### src/rtl/platform_manager.sv
// Platform table for the doodle game: fills, scrolls and regenerates platform slots on request
// from the game FSM. Define PLAT_MOVING_EN to make odd slots drift horizontally on frame_tick.
module platform_manager #(
    parameter int          NUM_PLAT    = 8,
    parameter int          SCREEN_H    = 480,
    parameter int          SCREEN_W    = 640,
    parameter int          PLAT_W      = 64,
    parameter int          Y_SPACING   = 60,
    parameter int          SCROLL_LINE = 160,
    parameter logic [15:0] LFSR_SEED   = 16'hACE1
) (
    input  logic                        Clock,
    input  logic                        Reset,
    input  logic                        frame_tick,
    input  logic [2:0]                  outstate,
    input  logic                        loadplat,
    input  logic [9:0]                  doodle_y,
    input  logic [$clog2(NUM_PLAT)-1:0] rd_idx,
    output logic [9:0]                  rd_x,
    output logic [9:0]                  rd_y,
    output logic                        rd_valid,
    output logic                        refresh_en,
    output logic                        trigger
);

    localparam int IDX_W = $clog2(NUM_PLAT);

    localparam logic [IDX_W-1:0] LAST_IDX = IDX_W'(NUM_PLAT - 1);
    localparam logic [9:0]       MAX_X    = 10'(SCREEN_W - PLAT_W);
    localparam logic [9:0]       CENTER_X = 10'((SCREEN_W - PLAT_W) / 2);
    localparam logic [9:0]       SCR_LINE = 10'(SCROLL_LINE);
    localparam logic [10:0]      H11      = 11'(SCREEN_H);
    localparam logic [15:0]      LFSR_MASK = 16'hB400;

    localparam logic [2:0] OS_MENU    = 3'b000;
    localparam logic [2:0] OS_GAME    = 3'b010;
    localparam logic [2:0] OS_REFRESH = 3'b100;
    localparam logic [2:0] OS_INIT    = 3'b101;

    typedef enum logic [2:0] {
        IDLE,
        FILL,
        READY,
        SCROLL,
        DONE
    } state_t;

    state_t state, next_state;

    logic [9:0]          x_mem [NUM_PLAT];
    logic [9:0]          y_mem [NUM_PLAT];
    logic [NUM_PLAT-1:0] valid_mem;

    logic [15:0]      lfsr;
    logic [IDX_W-1:0] cnt;
    logic [9:0]       shift;
    logic             abort_pend;

    logic        abort;
    logic        cnt_clr, cnt_inc, shift_load, clear_all;
    logic        wr_en, wr_x_en, wr_set_valid;
    logic [9:0]  wr_x, wr_y;
    logic [9:0]  rand_x, fill_y, shift_next;
    logic [10:0] scroll_sum;

    assign abort = (outstate == OS_MENU) || (outstate == OS_INIT);

    // Fold the 10-bit random value into the legal x range with a single subtraction.
    always_comb begin
        rand_x = lfsr[9:0];
        if (lfsr[9:0] >= MAX_X) begin
            rand_x = lfsr[9:0] - MAX_X;
        end
    end

    assign fill_y     = 10'(SCREEN_H - 20 - int'(cnt) * Y_SPACING);
    assign shift_next = (doodle_y < SCR_LINE) ? (SCR_LINE - doodle_y) : 10'd0;
    assign scroll_sum = {1'b0, y_mem[cnt]} + {1'b0, shift};

    always_ff @(posedge Clock) begin
        if (Reset) begin
            lfsr <= LFSR_SEED;
        end else begin
            lfsr <= {1'b0, lfsr[15:1]} ^ (lfsr[0] ? LFSR_MASK : 16'h0000);
        end
    end

    always_ff @(posedge Clock) begin
        if (Reset) begin
            state <= IDLE;
        end else begin
            state <= next_state;
        end
    end

    always_comb begin
        next_state   = state;
        cnt_clr      = 1'b0;
        cnt_inc      = 1'b0;
        shift_load   = 1'b0;
        clear_all    = 1'b0;
        wr_en        = 1'b0;
        wr_x_en      = 1'b0;
        wr_set_valid = 1'b0;
        wr_x         = rand_x;
        wr_y         = fill_y;
        trigger      = 1'b0;
        case (state)
            IDLE: begin
                clear_all = 1'b1;
                if (!abort && loadplat) begin
                    next_state = FILL;
                    cnt_clr    = 1'b1;
                end
            end
            FILL: begin
                wr_en        = 1'b1;
                wr_x_en      = 1'b1;
                wr_set_valid = 1'b1;
                wr_x         = (cnt == '0) ? CENTER_X : rand_x;
                wr_y         = fill_y;
                cnt_inc      = 1'b1;
                // A menu/init request seen during the fill is honoured once the table is complete.
                if (cnt == LAST_IDX) begin
                    next_state = (abort || abort_pend) ? IDLE : READY;
                end
            end
            READY: begin
                if (abort) begin
                    next_state = IDLE;
                    clear_all  = 1'b1;
                end else if (loadplat) begin
                    next_state = FILL;
                    cnt_clr    = 1'b1;
                end else if (outstate == OS_REFRESH) begin
                    next_state = SCROLL;
                    cnt_clr    = 1'b1;
                    shift_load = 1'b1;
                end
            end
            SCROLL: begin
                if (abort) begin
                    next_state = IDLE;
                    clear_all  = 1'b1;
                end else begin
                    wr_en   = 1'b1;
                    cnt_inc = 1'b1;
                    // Wrapping by exactly SCREEN_H keeps the slot spacing intact.
                    if (scroll_sum >= H11) begin
                        wr_x_en = 1'b1;
                        wr_x    = rand_x;
                        wr_y    = 10'(scroll_sum - H11);
                    end else begin
                        wr_y = scroll_sum[9:0];
                    end
                    if (cnt == LAST_IDX) begin
                        next_state = DONE;
                    end
                end
            end
            DONE: begin
                trigger = 1'b1;
                if (abort) begin
                    next_state = IDLE;
                    clear_all  = 1'b1;
                end else begin
                    next_state = READY;
                end
            end
            default: next_state = IDLE;
        endcase
    end

    always_ff @(posedge Clock) begin
        if (Reset) begin
            cnt        <= '0;
            shift      <= '0;
            abort_pend <= 1'b0;
        end else begin
            if (cnt_clr) begin
                cnt <= '0;
            end else if (cnt_inc) begin
                cnt <= cnt + 1'b1;
            end
            if (shift_load) begin
                shift <= shift_next;
            end
            if (state == FILL) begin
                abort_pend <= abort_pend | abort;
            end else begin
                abort_pend <= 1'b0;
            end
        end
    end

    always_ff @(posedge Clock) begin
        if (Reset) begin
            refresh_en <= 1'b0;
        end else begin
            refresh_en <= (state == READY) && (outstate == OS_GAME) && (doodle_y < SCR_LINE);
        end
    end

`ifdef PLAT_MOVING_EN
    logic [NUM_PLAT-1:0] dir_mem;
    logic [NUM_PLAT-1:0] wr_mask;

    always_comb begin
        wr_mask      = '0;
        wr_mask[cnt] = wr_en;
    end

    // Odd slots bounce between the playfield edges; a FILL/SCROLL write to a slot overrides its move.
    always_ff @(posedge Clock) begin
        if (Reset) begin
            for (int i = 0; i < NUM_PLAT; i++) begin
                x_mem[i] <= '0;
                y_mem[i] <= '0;
            end
            valid_mem <= '0;
            dir_mem   <= '1;
        end else begin
            if (frame_tick && (outstate == OS_GAME)) begin
                for (int i = 1; i < NUM_PLAT; i += 2) begin
                    if (valid_mem[i] && !wr_mask[i]) begin
                        if (dir_mem[i]) begin
                            if (x_mem[i] >= MAX_X) begin
                                x_mem[i]   <= x_mem[i] - 10'd1;
                                dir_mem[i] <= 1'b0;
                            end else begin
                                x_mem[i] <= x_mem[i] + 10'd1;
                            end
                        end else begin
                            if (x_mem[i] == 10'd0) begin
                                x_mem[i]   <= 10'd1;
                                dir_mem[i] <= 1'b1;
                            end else begin
                                x_mem[i] <= x_mem[i] - 10'd1;
                            end
                        end
                    end
                end
            end
            if (wr_en) begin
                y_mem[cnt] <= wr_y;
                if (wr_x_en) begin
                    x_mem[cnt]   <= wr_x;
                    dir_mem[cnt] <= 1'b1;
                end
                if (wr_set_valid) begin
                    valid_mem[cnt] <= 1'b1;
                end
            end
            if (clear_all) begin
                valid_mem <= '0;
            end
        end
    end
`else
    logic unused_frame_tick;
    assign unused_frame_tick = frame_tick;

    always_ff @(posedge Clock) begin
        if (Reset) begin
            for (int i = 0; i < NUM_PLAT; i++) begin
                x_mem[i] <= '0;
                y_mem[i] <= '0;
            end
            valid_mem <= '0;
        end else begin
            if (wr_en) begin
                y_mem[cnt] <= wr_y;
                if (wr_x_en) begin
                    x_mem[cnt] <= wr_x;
                end
                if (wr_set_valid) begin
                    valid_mem[cnt] <= 1'b1;
                end
            end
            if (clear_all) begin
                valid_mem <= '0;
            end
        end
    end
`endif

    // Registered read port: a same-cycle write to the addressed slot is not yet visible.
    always_ff @(posedge Clock) begin
        if (Reset) begin
            rd_x     <= '0;
            rd_y     <= '0;
            rd_valid <= 1'b0;
        end else begin
            rd_x     <= x_mem[rd_idx];
            rd_y     <= y_mem[rd_idx];
            rd_valid <= valid_mem[rd_idx];
        end
    end

endmodule
### config.mk
export PLATFORM = sky130hd
export DESIGN_NAME = platform_manager
export DESIGN_NICKNAME = d
export VERILOG_FILES = /design/src/rtl/platform_manager.sv
export SDC_FILE = /design/constraint.sdc
export NUM_CORES = 1
export LEC_CHECK = 0
export CORE_MARGIN = 1.5
export CORE_UTILIZATION = 53
export CTS_BUF_LIST = sky130_fd_sc_hd__clkbuf_16
export DETAILED_ROUTE_END_ITERATION = 10
export PLACE_DENSITY_LB_ADDON = 0.08
export SYNTH_ARGS = -nofsm -noshare
export SYNTH_HDL_FRONTEND = slang
export SYNTH_SLANG_ARGS = --single-unit
### constraint.sdc
create_clock -name Clock -period 5.15 [get_ports Clock]
set_input_delay 0.515 -clock Clock [delete_from_list [all_inputs] [get_ports Clock]]
set_output_delay 0.515 -clock Clock [all_outputs]
set_load 0.005 [all_outputs]
==> impl_summary.log <==
INFO  metric final_hold_viol_count = 0
INFO  metric placement_rows = 53
INFO  metric synth_top_area_share = 0.421
INFO  metric register_area = roughly 6100 um2
INFO  metric avgSynthCellArea = 12.4 um2
INFO  metric grt_pass1_vias = between 7k and 8k
INFO  metric maxSlewHeadroom = 0.152
INFO  metric final.period_utilization = 0.910
INFO  metric synth.yosys.seq_area_share = 0.536
INFO  metric routed_wire_length_per_instance = around 23 um
INFO  metric timing.critical_path.buf_inv = 5
INFO  metric worstPathMaxFanout = 11
INFO  metric mappedNetlistArea = roughly 11000 um2
INFO  metric timing.critical_path.arrival = 4960 ps
INFO  metric critical_path.most_common_cell = sky130_fd_sc_hd__buf_4
INFO  metric io_pins = 43
INFO  metric timing.rr.end = x_mem[1][4]
INFO  metric syn_inst = 921
INFO  metric cp.required = between 5000 and 6000 ps
INFO  metric grt_remaining_overflow = 0
INFO  metric power.share.switching = 0.297
INFO  metric numCtsBuffers = 25
INFO  metric unrepaired_setup_endpoints_after_global_routing = no
INFO  metric largest_family_of_logic_cells_by_synthesized_area = simple AND/OR/NAND/NOR gates
INFO  metric die_x = between 100 and 150 um
INFO  metric dp_hpwl = 18700 um
INFO  metric crit_path_cell_trace = buf_4, mux4_2, mux2_2, ha_1, inv_1, fa_1, nand2b_1, a2111oi_1, a311oi_2, inv_1, ha_1, a31o_2, a21o_4, a21oi_4, buf_4, o21ai_0, buf_4
INFO  metric postCtsSetupBuffers = 0
INFO  metric vias = 7708
INFO  metric peak_per_stage_delay_on_the_critical_path = 490 ps
INFO  metric tritoncts = done
INFO  metric ff2ff_path_depth = 17
INFO  metric h-tree-depth = 1
INFO  metric min_from = lfsr[12]
INFO  metric holdCritPathClass = register to register
INFO  metric place_inst = 1203
INFO  metric grt_pass1_wl = approximately 43000 um
INFO  metric postSynth.asyncResetShare = 0
INFO  metric portBuffers = 41
INFO  metric comb_power_share = 0.223
INFO  metric yosys.cell_types.count = 65
INFO  metric post-synth-top-count-cell = sky130_fd_sc_hd__edfxtp_1
INFO  metric clkLatencyLatePin = between 500 and 600 ps
INFO  metric clk_path_buf_depth = 3
INFO  metric synth_compound_area_frac = 0.0589
INFO  metric drtPass1Iterations = 5
INFO  metric layout-drive-gt1-share = 0.175
INFO  metric die_area = 22400 um2
INFO  metric detail_route.drc_violations = 0
INFO  metric finalWirelength = 28200 um
INFO  metric die_height = 150 um
INFO  metric fin_nets = 1006
INFO  metric max_cap_viol_count = 0
INFO  metric gp_routability_congestion = 0.825
INFO  metric power_dens_cells = slightly below 400 nW/um2
INFO  metric largest_cells_by_area_after_synthesis = sky130_fd_sc_hd__edfxtp_1 42%, sky130_fd_sc_hd__mux4_2 12%, sky130_fd_sc_hd__dfxtp_1 12%
INFO  metric syn_to_final_growth = 13.1%
INFO  metric timing.final.max_slew_violations = 0
INFO  metric grtUsageTotal = 0.258
INFO  metric critical_path_depth = 17
INFO  metric tightestPinTransition = 1270 ps
INFO  metric syn-num-nets = 971
INFO  metric drt_first_iter_violations = approximately 630
INFO  metric yosys.area_share.simple = 0.164
INFO  metric grt_start_max_net_pins = 73
INFO  metric path_clk_slew = 60 ps
INFO  metric final_cell_count_no_fill = 1250
INFO  metric clkSinkCount = around 230
INFO  metric clk_root_buffer_cell = sky130_fd_sc_hd__clkbuf_16
INFO  metric max-vdd-ir-drop = 0.247 mV
INFO  metric post-route-worst-setup-slack = 465 ps
INFO  metric antennaDiodeCount = 0
INFO  metric pre_cts_slack = 300 ps
INFO  metric finalSetupTns = 0 ps
INFO  metric initial_utilization = 0.542
INFO  metric power.sequential.fraction = 0.426
INFO  metric register_bit_total_from_synthesis = 226
INFO  metric timing.fmax = 0.213 GHz
INFO  metric start_kind = register
INFO  metric worstSetupEndpoint = x_mem[1][4]
INFO  metric p_int = 3520 uW
INFO  metric number_of_enable_flip_flop_cells_after_synthesis = 160
INFO  metric finClkSkew = 9.82 ps
INFO  metric multi_input_comb_area = 4940 um2
INFO  metric drt-vias-per-instance = approximately 6.2
INFO  metric synth_top_cell_by_area = sky130_fd_sc_hd__edfxtp_1
INFO  metric run_status = complete, no violations
INFO  metric core = 21100 um2
INFO  metric antenna_violating_nets_left = 0
INFO  metric worstSetupPathType = register to register
INFO  metric worstSetupEndpointType = register
INFO  metric leakagePower = 0.00502 uW
INFO  metric timing.critical_path.slowest_stage_cell = sky130_fd_sc_hd__mux4_2
INFO  metric mux_share_of_post_synthesis_cell_area = 0.151
INFO  metric area_share_of_xor_xnor_cells_in_the_synthesized_design = 0.0207
INFO  metric initial_antenna_violation_count = 3
INFO  metric synthTopCellsByCount = 160 x sky130_fd_sc_hd__edfxtp_1, 129 x sky130_fd_sc_hd__nor2_1, 74 x sky130_fd_sc_hd__and3_1
INFO  metric switching_power = 1490 uW
INFO  metric r2r_setup_slack = 460 ps
INFO  metric finalWorstPathRequiredPeriod = 4690 ps
INFO  metric most_instantiated_flip_flop_cell_in_the_synthesis_netlist = sky130_fd_sc_hd__edfxtp_1
INFO  metric yosys_warnings = 0
INFO  metric synthAdderAreaFrac = 0.0355
INFO  metric finish.utilization = 0.613
INFO  metric clock_share_of_power = 0.352
INFO  metric nFillCells = 1692
INFO  metric finalSetupViolations = 0
INFO  metric cpLargestDelayFamily = compound AO/OA/AOI/OAI gates
[how the worst min path moves through the flow]
stage / end / slack [ps] / cells past startpoint
3_3_place_gp: lfsr[11] / 400 / 1
2_1_floorplan: lfsr[11] / 390 / 1
4_1_cts: lfsr[11] / 430 / 1
5_1_grt: lfsr[9] / 450 / 1
6_report: lfsr[11] / 420 / 1
3_5_place_dp: lfsr[11] / 420 / 1
[layout by cell type, fill, tap and decap left out, types with 8 or more instances in the layout]
cell type	instances
sky130_fd_sc_hd__a21oi_1	21
sky130_fd_sc_hd__a22oi_1	8
sky130_fd_sc_hd__and3_1	74
sky130_fd_sc_hd__buf_4	24
sky130_fd_sc_hd__clkbuf_16	25
sky130_fd_sc_hd__clkdlybuf4s50_1	38
sky130_fd_sc_hd__dfxtp_1	65
sky130_fd_sc_hd__edfxtp_1	160
sky130_fd_sc_hd__ha_1	26
sky130_fd_sc_hd__inv_1	25
sky130_fd_sc_hd__mux2_2	9
sky130_fd_sc_hd__mux2i_1	23
sky130_fd_sc_hd__mux4_2	62
sky130_fd_sc_hd__nand2_1	44
sky130_fd_sc_hd__nand3_1	20
sky130_fd_sc_hd__nor2_1	129
sky130_fd_sc_hd__nor2_2	9
sky130_fd_sc_hd__nor2b_1	11
sky130_fd_sc_hd__nor3b_1	10
sky130_fd_sc_hd__nor4_1	11
sky130_fd_sc_hd__o21ai_0	10
sky130_fd_sc_hd__or3_1	21
sky130_fd_sc_hd__xnor2_1	16
sky130_fd_sc_hd__xor2_1	11
[power groups by stage]
stage                     Sequential [uW]  Combinational [uW]  Clock [uW]
final                                2130                1110        1760
after CTS                            2130                1090        1780
after global placement               2160                1060           0
after global routing                 2140                1210        1860
after detailed placement             2170                1080           0
after floorplan                      2140                 809           0
[per-stage QoR]
| stage | cell area, um2 | power [uW] | hold WS [ps] |
|---|---|---|---|
| CTS | 12900 | 5000 | 429 |
| finish | 12900 | 5010 | 425 |
| detailed placement | 12100 | 3250 | 416 |
| floorplan | 11400 | 2950 | 389 |
| global placement | 12100 | 3220 | 396 |
| global route | 12900 | 5210 | 446 |
[kinds of logic after synthesis]
group / count (synthesis)
muxes: 94
xor gates and xnor gates: 27
adders and majority gates: 30
and+or+nand+nor: 370
AOI/OAI and AO/OA: 93
DFF: 226
buffers and inverters: 81
[routing by layer]
metal	wire (um)	part of all wire	GRT usage	up-vias
met1	12200	0.43	0.363	3865
met5	26	0.00092	0	-
met2	13300	0.47	0.403	278
li1	-	-	-	3517
met3	2120	0.075	0.0549	44
met4	638	0.023	0.0814	4
[area by class of cell]
class	count	share of cell area
Clock inverter	21	0.0141
Tap cell	275	0.0266
Timing Repair Buffer	67	0.0477
Clock buffer	25	0.0484
Multi-Input combinational cell	615	0.383
Inverter	21	0.00610
Sequential cell	226	0.474
[state kept, by name (all words and copies together), names as in the netlist, named ones only]
name        flops
x_mem          80
y_mem          80
lfsr           16
rd_x           10
rd_y           10
shift          10
valid_mem       8
cnt             3
state           3
abort_pend      1
rd_valid        1
refresh_en      1
[what timing repair did]
item / in CTS / in global routing
endpoints found under the setup margin: 0 / 102
resized for setup: 0 / 5
endpoints found under the hold margin: 0 / 0
hold buffers: 0 / 0
Note: power is estimated with default switching activity, not from simulation.
